## src/rtl/kij_load_scheduler_if.sv

```systemverilog
// Control bundle between kij_load_scheduler and the SRAMs / core.
// master = scheduler side, slave = environment side.
interface kij_load_scheduler_if #(
  parameter int aw = 11
);
  logic          start;
  logic          iter_done;
  logic          cenw;
  logic          ceni;
  logic          w_x;
  logic [aw-1:0] Aw;
  logic [aw-1:0] Ai;
  logic          core_rst;
  logic [3:0]    kij;
  logic          psum_rd;
  logic [aw-1:0] psum_addr;
  logic          busy;
  logic          done;

  modport master (
    input  start,
    input  iter_done,
    output cenw,
    output ceni,
    output w_x,
    output Aw,
    output Ai,
    output core_rst,
    output kij,
    output psum_rd,
    output psum_addr,
    output busy,
    output done
  );

  modport slave (
    output start,
    output iter_done,
    input  cenw,
    input  ceni,
    input  w_x,
    input  Aw,
    input  Ai,
    input  core_rst,
    input  kij,
    input  psum_rd,
    input  psum_addr,
    input  busy,
    input  done
  );
endinterface

```

## src/rtl/kij_load_scheduler.sv

```systemverilog
// Per-kij weight/activation load sequencer for the 3x3 conv core.
// Define KIJ_PSUM_READOUT_EN to add the psum-memory DRAIN readout.
module kij_load_scheduler #(
  parameter int row     = 8,
  parameter int col     = 8,
  parameter int num_inp = 64,
  parameter int kij_len = 9,
  parameter int aw      = 11
) (
  input logic                  clk,
  input logic                  reset,
  kij_load_scheduler_if.master bus
);

  if (kij_len * row > (1 << aw) || col < 1
      || kij_len > 16 || num_inp < 1) begin : g_bad_cfg
    $error("kij_load_scheduler: unsupported geometry");
  end

  typedef enum logic [2:0] {
    S_IDLE,
    S_LOAD_W,
    S_LOAD_A,
    S_WAIT_IT,
    S_CRST,
`ifdef KIJ_PSUM_READOUT_EN
    S_DRAIN,
`endif
    S_DONE
  } state_e;

  localparam logic [aw-1:0] ONE      = aw'(1);
  localparam logic [aw-1:0] ROW_LAST = aw'(row - 1);
  localparam logic [aw-1:0] INP_LAST = aw'(num_inp - 1);
  localparam logic [3:0]    KIJ_LAST = 4'(kij_len - 1);

  state_e        state_q, state_d;
  logic [aw-1:0] cnt_q, cnt_d;
  logic [3:0]    kcnt_q, kcnt_d;
  logic [aw-1:0] ptr_q, ptr_d;
  logic          flag_q, flag_d;

  logic          cenw_q, cenw_d;
  logic          ceni_q, ceni_d;
  logic          wx_q, wx_d;
  logic [aw-1:0] waddr_q, waddr_d;
  logic [aw-1:0] iaddr_q, iaddr_d;
  logic          crst_q, crst_d;
  logic [3:0]    kij_q, kij_d;
  logic          busy_q, busy_d;
  logic          done_q, done_d;
`ifdef KIJ_PSUM_READOUT_EN
  logic          prd_q, prd_d;
  logic [aw-1:0] paddr_q, paddr_d;
`endif

  logic iter_live;
  assign iter_live = (state_q == S_LOAD_W)
                  || (state_q == S_LOAD_A)
                  || (state_q == S_WAIT_IT);

  // Outputs are decoded from the current state and registered,
  // so every output trails the state register by one cycle.
  always_comb begin
    state_d = state_q;
    cnt_d   = cnt_q;
    kcnt_d  = kcnt_q;
    ptr_d   = ptr_q;
    flag_d  = flag_q;
    cenw_d  = (state_q != S_LOAD_W);
    ceni_d  = (state_q != S_LOAD_A);
    wx_d    = (state_q == S_LOAD_W);
    waddr_d = waddr_q;
    iaddr_d = '0;
    crst_d  = (state_q == S_CRST);
    kij_d   = kcnt_q;
    busy_d  = (state_q != S_IDLE);
    done_d  = (state_q == S_DONE);
`ifdef KIJ_PSUM_READOUT_EN
    prd_d   = 1'b0;
    paddr_d = paddr_q;
`endif

    if (bus.iter_done && iter_live) begin
      flag_d = 1'b1;
    end

    unique case (state_q)
      S_IDLE: begin
        cnt_d   = '0;
        kcnt_d  = '0;
        ptr_d   = '0;
        flag_d  = 1'b0;
        waddr_d = '0;
`ifdef KIJ_PSUM_READOUT_EN
        paddr_d = '0;
`endif
        if (bus.start) begin
          state_d = S_LOAD_W;
        end
      end
      S_LOAD_W: begin
        waddr_d = ptr_q;
        if (cnt_q == ROW_LAST) begin
          cnt_d   = '0;
          state_d = S_LOAD_A;
          // hold at the final weight word instead of wrapping
          if (kcnt_q != KIJ_LAST) begin
            ptr_d = ptr_q + ONE;
          end
        end else begin
          cnt_d = cnt_q + ONE;
          ptr_d = ptr_q + ONE;
        end
      end
      S_LOAD_A: begin
        iaddr_d = cnt_q;
        if (cnt_q == INP_LAST) begin
          cnt_d   = '0;
          state_d = S_WAIT_IT;
        end else begin
          cnt_d = cnt_q + ONE;
        end
      end
      S_WAIT_IT: begin
        if (flag_q) begin
          flag_d  = 1'b0;
          cnt_d   = '0;
          state_d = S_CRST;
        end
      end
      S_CRST: begin
        if (cnt_q == ONE) begin
          cnt_d = '0;
          if (kcnt_q == KIJ_LAST) begin
`ifdef KIJ_PSUM_READOUT_EN
            state_d = S_DRAIN;
`else
            state_d = S_DONE;
`endif
          end else begin
            kcnt_d  = kcnt_q + 4'd1;
            state_d = S_LOAD_W;
          end
        end else begin
          cnt_d = cnt_q + ONE;
        end
      end
`ifdef KIJ_PSUM_READOUT_EN
      S_DRAIN: begin
        prd_d   = 1'b1;
        paddr_d = cnt_q;
        if (cnt_q == INP_LAST) begin
          cnt_d   = '0;
          state_d = S_DONE;
        end else begin
          cnt_d = cnt_q + ONE;
        end
      end
`endif
      S_DONE: begin
        state_d = S_IDLE;
      end
      default: begin
        state_d = S_IDLE;
      end
    endcase
  end

  always_ff @(posedge clk or negedge reset) begin
    if (!reset) begin
      state_q <= S_IDLE;
      cnt_q   <= '0;
      kcnt_q  <= '0;
      ptr_q   <= '0;
      flag_q  <= 1'b0;
      cenw_q  <= 1'b1;
      ceni_q  <= 1'b1;
      wx_q    <= 1'b0;
      waddr_q <= '0;
      iaddr_q <= '0;
      crst_q  <= 1'b0;
      kij_q   <= '0;
      busy_q  <= 1'b0;
      done_q  <= 1'b0;
`ifdef KIJ_PSUM_READOUT_EN
      prd_q   <= 1'b0;
      paddr_q <= '0;
`endif
    end else begin
      state_q <= state_d;
      cnt_q   <= cnt_d;
      kcnt_q  <= kcnt_d;
      ptr_q   <= ptr_d;
      flag_q  <= flag_d;
      cenw_q  <= cenw_d;
      ceni_q  <= ceni_d;
      wx_q    <= wx_d;
      waddr_q <= waddr_d;
      iaddr_q <= iaddr_d;
      crst_q  <= crst_d;
      kij_q   <= kij_d;
      busy_q  <= busy_d;
      done_q  <= done_d;
`ifdef KIJ_PSUM_READOUT_EN
      prd_q   <= prd_d;
      paddr_q <= paddr_d;
`endif
    end
  end

  assign bus.cenw     = cenw_q;
  assign bus.ceni     = ceni_q;
  assign bus.w_x      = wx_q;
  assign bus.Aw       = waddr_q;
  assign bus.Ai       = iaddr_q;
  assign bus.core_rst = crst_q;
  assign bus.kij      = kij_q;
  assign bus.busy     = busy_q;
  assign bus.done     = done_q;
`ifdef KIJ_PSUM_READOUT_EN
  assign bus.psum_rd   = prd_q;
  assign bus.psum_addr = paddr_q;
`else
  assign bus.psum_rd   = 1'b0;
  assign bus.psum_addr = '0;
`endif

endmodule

```

## src/flat_wrapper.sv

```systemverilog
// flat-port wrapper written by rule: the top's interface ports become plain ports
module kij_load_scheduler_flat 
#(
  parameter int row     = 8,
  parameter int col     = 8,
  parameter int num_inp = 64,
  parameter int kij_len = 9,
  parameter int aw      = 11
)
  (clk, reset, bus_start, bus_iter_done, bus_cenw, bus_ceni, bus_w_x, bus_Aw, bus_Ai, bus_core_rst, bus_kij, bus_psum_rd, bus_psum_addr, bus_busy, bus_done);
  kij_load_scheduler_if #(.aw(aw)) bus_i ();
  input logic clk;
  input logic reset;
  input wire logic [$bits(bus_i.start)-1:0] bus_start;
  input wire logic [$bits(bus_i.iter_done)-1:0] bus_iter_done;
  output wire logic [$bits(bus_i.cenw)-1:0] bus_cenw;
  output wire logic [$bits(bus_i.ceni)-1:0] bus_ceni;
  output wire logic [$bits(bus_i.w_x)-1:0] bus_w_x;
  output wire logic [$bits(bus_i.Aw)-1:0] bus_Aw;
  output wire logic [$bits(bus_i.Ai)-1:0] bus_Ai;
  output wire logic [$bits(bus_i.core_rst)-1:0] bus_core_rst;
  output wire logic [$bits(bus_i.kij)-1:0] bus_kij;
  output wire logic [$bits(bus_i.psum_rd)-1:0] bus_psum_rd;
  output wire logic [$bits(bus_i.psum_addr)-1:0] bus_psum_addr;
  output wire logic [$bits(bus_i.busy)-1:0] bus_busy;
  output wire logic [$bits(bus_i.done)-1:0] bus_done;
  assign bus_i.start = bus_start;
  assign bus_i.iter_done = bus_iter_done;
  assign bus_cenw = bus_i.cenw;
  assign bus_ceni = bus_i.ceni;
  assign bus_w_x = bus_i.w_x;
  assign bus_Aw = bus_i.Aw;
  assign bus_Ai = bus_i.Ai;
  assign bus_core_rst = bus_i.core_rst;
  assign bus_kij = bus_i.kij;
  assign bus_psum_rd = bus_i.psum_rd;
  assign bus_psum_addr = bus_i.psum_addr;
  assign bus_busy = bus_i.busy;
  assign bus_done = bus_i.done;
  kij_load_scheduler #(.row(row), .col(col), .num_inp(num_inp), .kij_len(kij_len), .aw(aw)) u_core (.clk(clk), .reset(reset), .bus(bus_i));
endmodule
```

## config.mk

```make
export PLATFORM = sky130hd
export DESIGN_NAME = kij_load_scheduler_flat
export DESIGN_NICKNAME = d
export VERILOG_FILES = /design/src/rtl/kij_load_scheduler_if.sv /design/src/rtl/kij_load_scheduler.sv /design/src/flat_wrapper.sv
export SDC_FILE = /design/constraint.sdc
export NUM_CORES = 1
export LEC_CHECK = 0
export ABC_CLOCK_PERIOD_IN_PS = 2150
export BUFFER_PORTS_ARGS = -buffer_cell sky130_fd_sc_hd__buf_4
export CORE_UTILIZATION = 45
export DETAILED_ROUTE_END_ITERATION = 10
export PLACE_DENSITY = 0.69
export SETUP_SLACK_MARGIN = 0.5
export SLEW_MARGIN = 20
export SYNTH_ARGS = -nofsm -noshare
export SYNTH_HDL_FRONTEND = slang
export SYNTH_SLANG_ARGS = --single-unit
```

## constraint.sdc

```tcl
create_clock -name clk -period 2.15 [get_ports clk]
set_input_delay 0.215 -clock clk [delete_from_list [all_inputs] [get_ports clk]]
set_output_delay 0.215 -clock clk [all_outputs]
set_load 0.01 [all_outputs]
```

---- Word-level counts from Yosys, hierarchy flattened ----
Index checks and enable logic that the tools add are counted.
W data, S select, Z words.
word-level totals
  register bits ........................... 62
  bits of input ports ..................... 4
  output and inout bits ................... 44
  logic and storage cells ................. 71
cells by class
  add/sub/neg operators ................... 3
  equality and inequality tests ........... 19
  muxes and demuxes ....................... 23
  reduce and logical (&&, ||, !) cells .... 12
operators by type and width
  cell                     count
  $mux W11                 7
  $pmux W11 S5             1
  $pmux W11 S2             2
  $add A11 B1 Y11 const B  2
  $mux W3                  6
  $pmux W3 S5              1
  $eq A11 B1 Y1 const B    1
  $eq A11 B3 Y1 const B    1
  $eq A11 B6 Y1 const B    1
  $ne A2 B2 Y1 const B     5
  $mux W4                  2
  $pmux W4 S2              1
  $eq A3 B2 Y1 const B     2
  $eq A3 B3 Y1 const B     2
  $reduce_and A5 Y1        1
  $reduce_bool A5 Y1       1
  $add A4 B1 Y4 const B    1
  $eq A4 B4 Y1 const B     1
  $ne A4 B4 Y1 const B     1
  $reduce_and A2 Y1        2
  $reduce_bool A2 Y1       2
  $eq A3 B1 Y1 const B     1
  $logic_not A3 Y1         1
  $ne A3 B1 Y1 const B     1
  9 further kinds          11

---- Depth between registers and ports, before layout ----
  depth in word-level cells ............... 7
  depth in mapped cells ................... 8
  gate-level depth less buffers ........... 6

---- Worst setup path before layout ----
OpenSTA, ideal clock, no wires.
  kind .................................... reg-to-reg
  start ................................... register u_core.cnt_q[7]
  end ..................................... register u_core.cnt_q[9]
  setup time .............................. 0.132 ns
  data arrival time ....................... 1.868 ns
  required time ........................... 2.018 ns
  setup slack ............................. 0.150 ns
  stages on the path, launching flop included .. 5
  path buffers ............................ 0
  period minus slack after synthesis ...... 2.000 ns
  path through ............................ dfrtp_1 > or4_1 > o41a_1 > nor4_4 > o21ai_1
on the way
  longest elaborated chain between the ends .. 3
  elaborated cells on any way between the ends .. 8
  classes of those cells .................. add/sub: 1; eq/ne: 3; mux: 4
RTL lines
  item                                           line                                                                             RTL
  from (decl)                                    kij_load_scheduler.sv:38                                                         logic [aw-1:0] cnt_q, cnt_d;
  from (signal assigned)                         kij_load_scheduler.sv:192                                                        cnt_q <= cnt_d;
  $add A11 B1 Y11, or another cell as far along  kij_load_scheduler.sv:112, kij_load_scheduler.sv:122, kij_load_scheduler.sv:146
  $mux W11, on equally long branches             kij_load_scheduler.sv:133, kij_load_scheduler.sv:104, kij_load_scheduler.sv:118
  $pmux W11 S5 (*)                               kij_load_scheduler.sv:88                                                         unique case (state_q)
Mark *: on every way between the ends. The rest lies on a longest branch, timed or not.
A chain may end at the register's enable or synchronous reset.

---- Worst setup path in the final report ----
  start ................................... register u_core.cnt_q[9]
  end ..................................... register u_core.cnt_q[3]
on the way
  longest elaborated chain between the ends .. 3
  elaborated cells on any way between the ends .. 7
  classes of those cells .................. eq/ne: 3; mux: 4
RTL lines
  item                                         line                                                                             RTL
  $eq A11 B1 Y1, or another cell as far along  kij_load_scheduler.sv:133                                                        if (cnt_q == ONE) begin
  $mux W11, on equally long branches           kij_load_scheduler.sv:133, kij_load_scheduler.sv:104, kij_load_scheduler.sv:118
  $pmux W11 S5 (*)                             kij_load_scheduler.sv:88
Marks and branches as above.

==> flow_summary.json <==
{
  "cts.sinks": 62,
  "tightest_slew_ps": 763.5,
  "place_ws_ps": 87.80,
  "start_util": 0.4747,
  "critPathMaxFanout": 5,
  "area_delta_synth_final_pct": 34.51,
  "num-nets-final": 348,
  "gp_congestion": 0.8510,
  "seq_area_frac_synth": 0.5433,
  "start_kind": "flop",
  "fin_area_mm2": 0.003847,
  "cts_tree": "built",
  "crit_family": "simple AND/OR/NAND/NOR gates",
  "post-route-min-period_ps": 1983,
  "grt_first_pass_wirelength_um": 10540,
  "vias_per_cell": 5.525,
  "maxSlewHeadroom": 0.4910,
  "grt_start_max_net_pins": 63,
  "gr-total-overflow": 0,
  "ys_ff_latch": 62,
  "routed_wl_um": 6496,
  "drtIter0Drc": 138,
  "die_y_um": 81.73,
  "drv_slew": 0,
  "critPathArrivalTime_ps": 2200,
  "hpwl_um": 3891,
  "critPathMaxStageDelay_ps": 530,
  "h-tree-depth": 3,
  "required_ps": 2370,
  "nFillCells": 478,
  "diodes": 0,
  "wl_per_cell_um": 15.50,
  "io-pin-count": 48,
  "end_kind": "flop",
  "ir_worst_vdd_mv": 0.5854,
  "synth_flop_cell": "dfrtp_1",
  "setup_viol": 0,
  "synth_common_cells": "dfrtp_1, nand2_1, o21ai_0",
  "yosysWarnings": 0,
  "rsz0062_at_grt": "true",
  "num_rows": 28,
  "tns_ps": 0,
  "dr.pass1.iters": 4,
  "async_flop_share": 1.000,
  "finalWorstSetupSlack_ps": 166.6,
  "postLayoutCoreUtil": 0.6385,
  "track_usage": 0.2152,
  "path_class": "reg2reg",
  "whs_ps": 125.7,
  "drcViolationCount": 0,
  "core-area_mm2": 0.006026,
  "run_status": "finished clean",
  "antenna_found_initial": 0,
  "clk_latency_ps": 340,
  "avgSynthCellArea_um2": 10.67,
  "grt_pass1_vias": 2222,
  "netlist_instances": 268,
  "ant_nets": 0,
  "synth_area_leader_cell": "dfrtp_1",
  "synth_edf_count": 0,
  "dieArea_mm2": 0.006679,
  "vias": 2315,
  "cp_slowest_cell": "or4_4",
  "cp_cell_sequence": "or4_4 -> o41a_1 -> nor3_4 -> buf_6 -> o22ai_2",
  "drv_cap": 0,
  "io_buffers": 35,
  "synth_cell_types": 51,
  "syn_area_mm2": 0.002860,
  "leakagePower_nw": 1.781,
  "placed_area_mm2": 0.003266,
  "hold_viol": 0,
  "clockBufferDepth": 2,
  "drive_gt1_frac": 0.3866,
  "cts_buffers": 9,
  "finalCritPeriodShare": 0.9225,
  "finClkSkew_ps": 5.839,
  "crit_buf_inv": 1,
  "max_freq_mhz": 504.2,
  "clkSlewWorstSetupHoldPaths_ps": 70,
  "hp-class": "in2reg",
  "fp.dieW_um": 81.73,
  "yosys-top-cells-area": "dfrtp_1, a22o_1, buf_4",
  "yosysMostFrequentCell": "dfrtp_1",
  "power_density_mw_per_mm2": 1185,
  "synth.top_cell.area_share": 0.5249,
  "cts-root-buf": "clkbuf_8"
}
[layer usage]
layer  track usage  routed length [um]  up-vias
met5             0                   0        -
met4        0.1175                 159        0
met3       0.04333                 273       12
met2        0.3562                3298       63
met1        0.2617                2765     1146
li1              -                   -     1094
[cell families after synthesis]
| family | after synthesis | synth area share |
|---|---|---|
| mux | 2 | 0.006999 |
| xor+xnor | 3 | 0.009188 |
| flops | 62 | 0.5433 |
| simple gates | 98 | 0.2082 |
| compound gates | 64 | 0.1496 |
| buf+inv | 33 | 0.05949 |
| fa+ha+maj | 5 | 0.02187 |
| other cells | 1 | 0.001311 |
[power breakdown]
part           leakage (nW)  switching (mW)  internal, mW
combinational         0.833            1.03         0.821
clock                 0.115           0.436         0.770
sequential            0.834           0.143          1.36
[cell type report]
cell class	count	area, um2	area share
clock inverter	4	95.09	0.02472
sequential	62	1559	0.4052
multi-input combinational	184	1351	0.3512
inverter	10	40.04	0.01041
tap	75	93.84	0.02439
timing repair buffer	72	573.1	0.1489
clock buffer	12	135.1	0.03512
[flip-flops by register name (all words and copies together) (netlist names)]
signal / count
u_core.bus.Ai: 11
u_core.bus.Aw: 11
u_core.bus.busy: 1
u_core.bus.ceni: 1
u_core.bus.cenw: 1
u_core.bus.core_rst: 1
u_core.bus.done: 1
u_core.bus.kij: 4
u_core.bus.w_x: 1
u_core.cnt_q: 11
u_core.flag_q: 1
u_core.kcnt_q: 4
u_core.ptr_q: 11
u_core.state_q: 3
[cells in the final DEF, fill, tap and decap left out, drive strengths merged, types with 3 or more instances in the layout]
cell type / instances
inv: 10
nand3: 11
and2: 12
ha: 5
conb: 12
clkbuf: 12
or3b: 3
or2: 4
nand4: 4
or4: 10
nand2: 20
o31ai: 10
nor2: 6
dfrtp: 60
a21oi: 13
and3: 3
o22ai: 3
o21ai: 15
nor4: 4
nand2b: 3
nor3b: 3
a22o: 11
buf: 71
bufinv: 3
nor3: 8
[worst paths after layout]
path | slack, ps | to | cells after the start | start
max | 170 | u_core.cnt_q[3] | 5 | u_core.cnt_q[9]
min | 130 | u_core.state_q[0] | 2 | bus_start
max reg2reg | 170 | u_core.cnt_q[3] | 5 | u_core.cnt_q[9]
min reg2reg | 440 | u_core.bus.kij[3] | 0 | u_core.kcnt_q[3]
max in group asynchronous | 1120 | u_core.state_q[0] | 2 | reset
min in group asynchronous | 500 | u_core.bus.Ai[8] | 2 | reset
[worst reg2reg max path: cells and delay by family (launching register included)]
family	cells	cell delay, ps
buffers and inverters	1	150
AOI/OAI and AO/OA	2	580
and+or+nand+nor	2	740
DFF	1	390
[through the flow]
step | instances | power [mW]
finish | 419 | 4.559
global route | 419 | 4.812
CTS | 417 | 4.502
detailed placement | 383 | 2.895
global placement | 383 | 2.868
floorplan | 279 | 2.386
[repair_timing]
action | in CTS | in global routing
cloned | 1 | 0
pin swaps | 28 | 5
endpoints found under the setup margin | 26 | 28
gates resized for setup | 42 | 12
setup buffers | 16 | 2
hold buffers | 1 | 0
hold endpoints to repair | 60 | 0
Power figures use the tool's default switching activity.
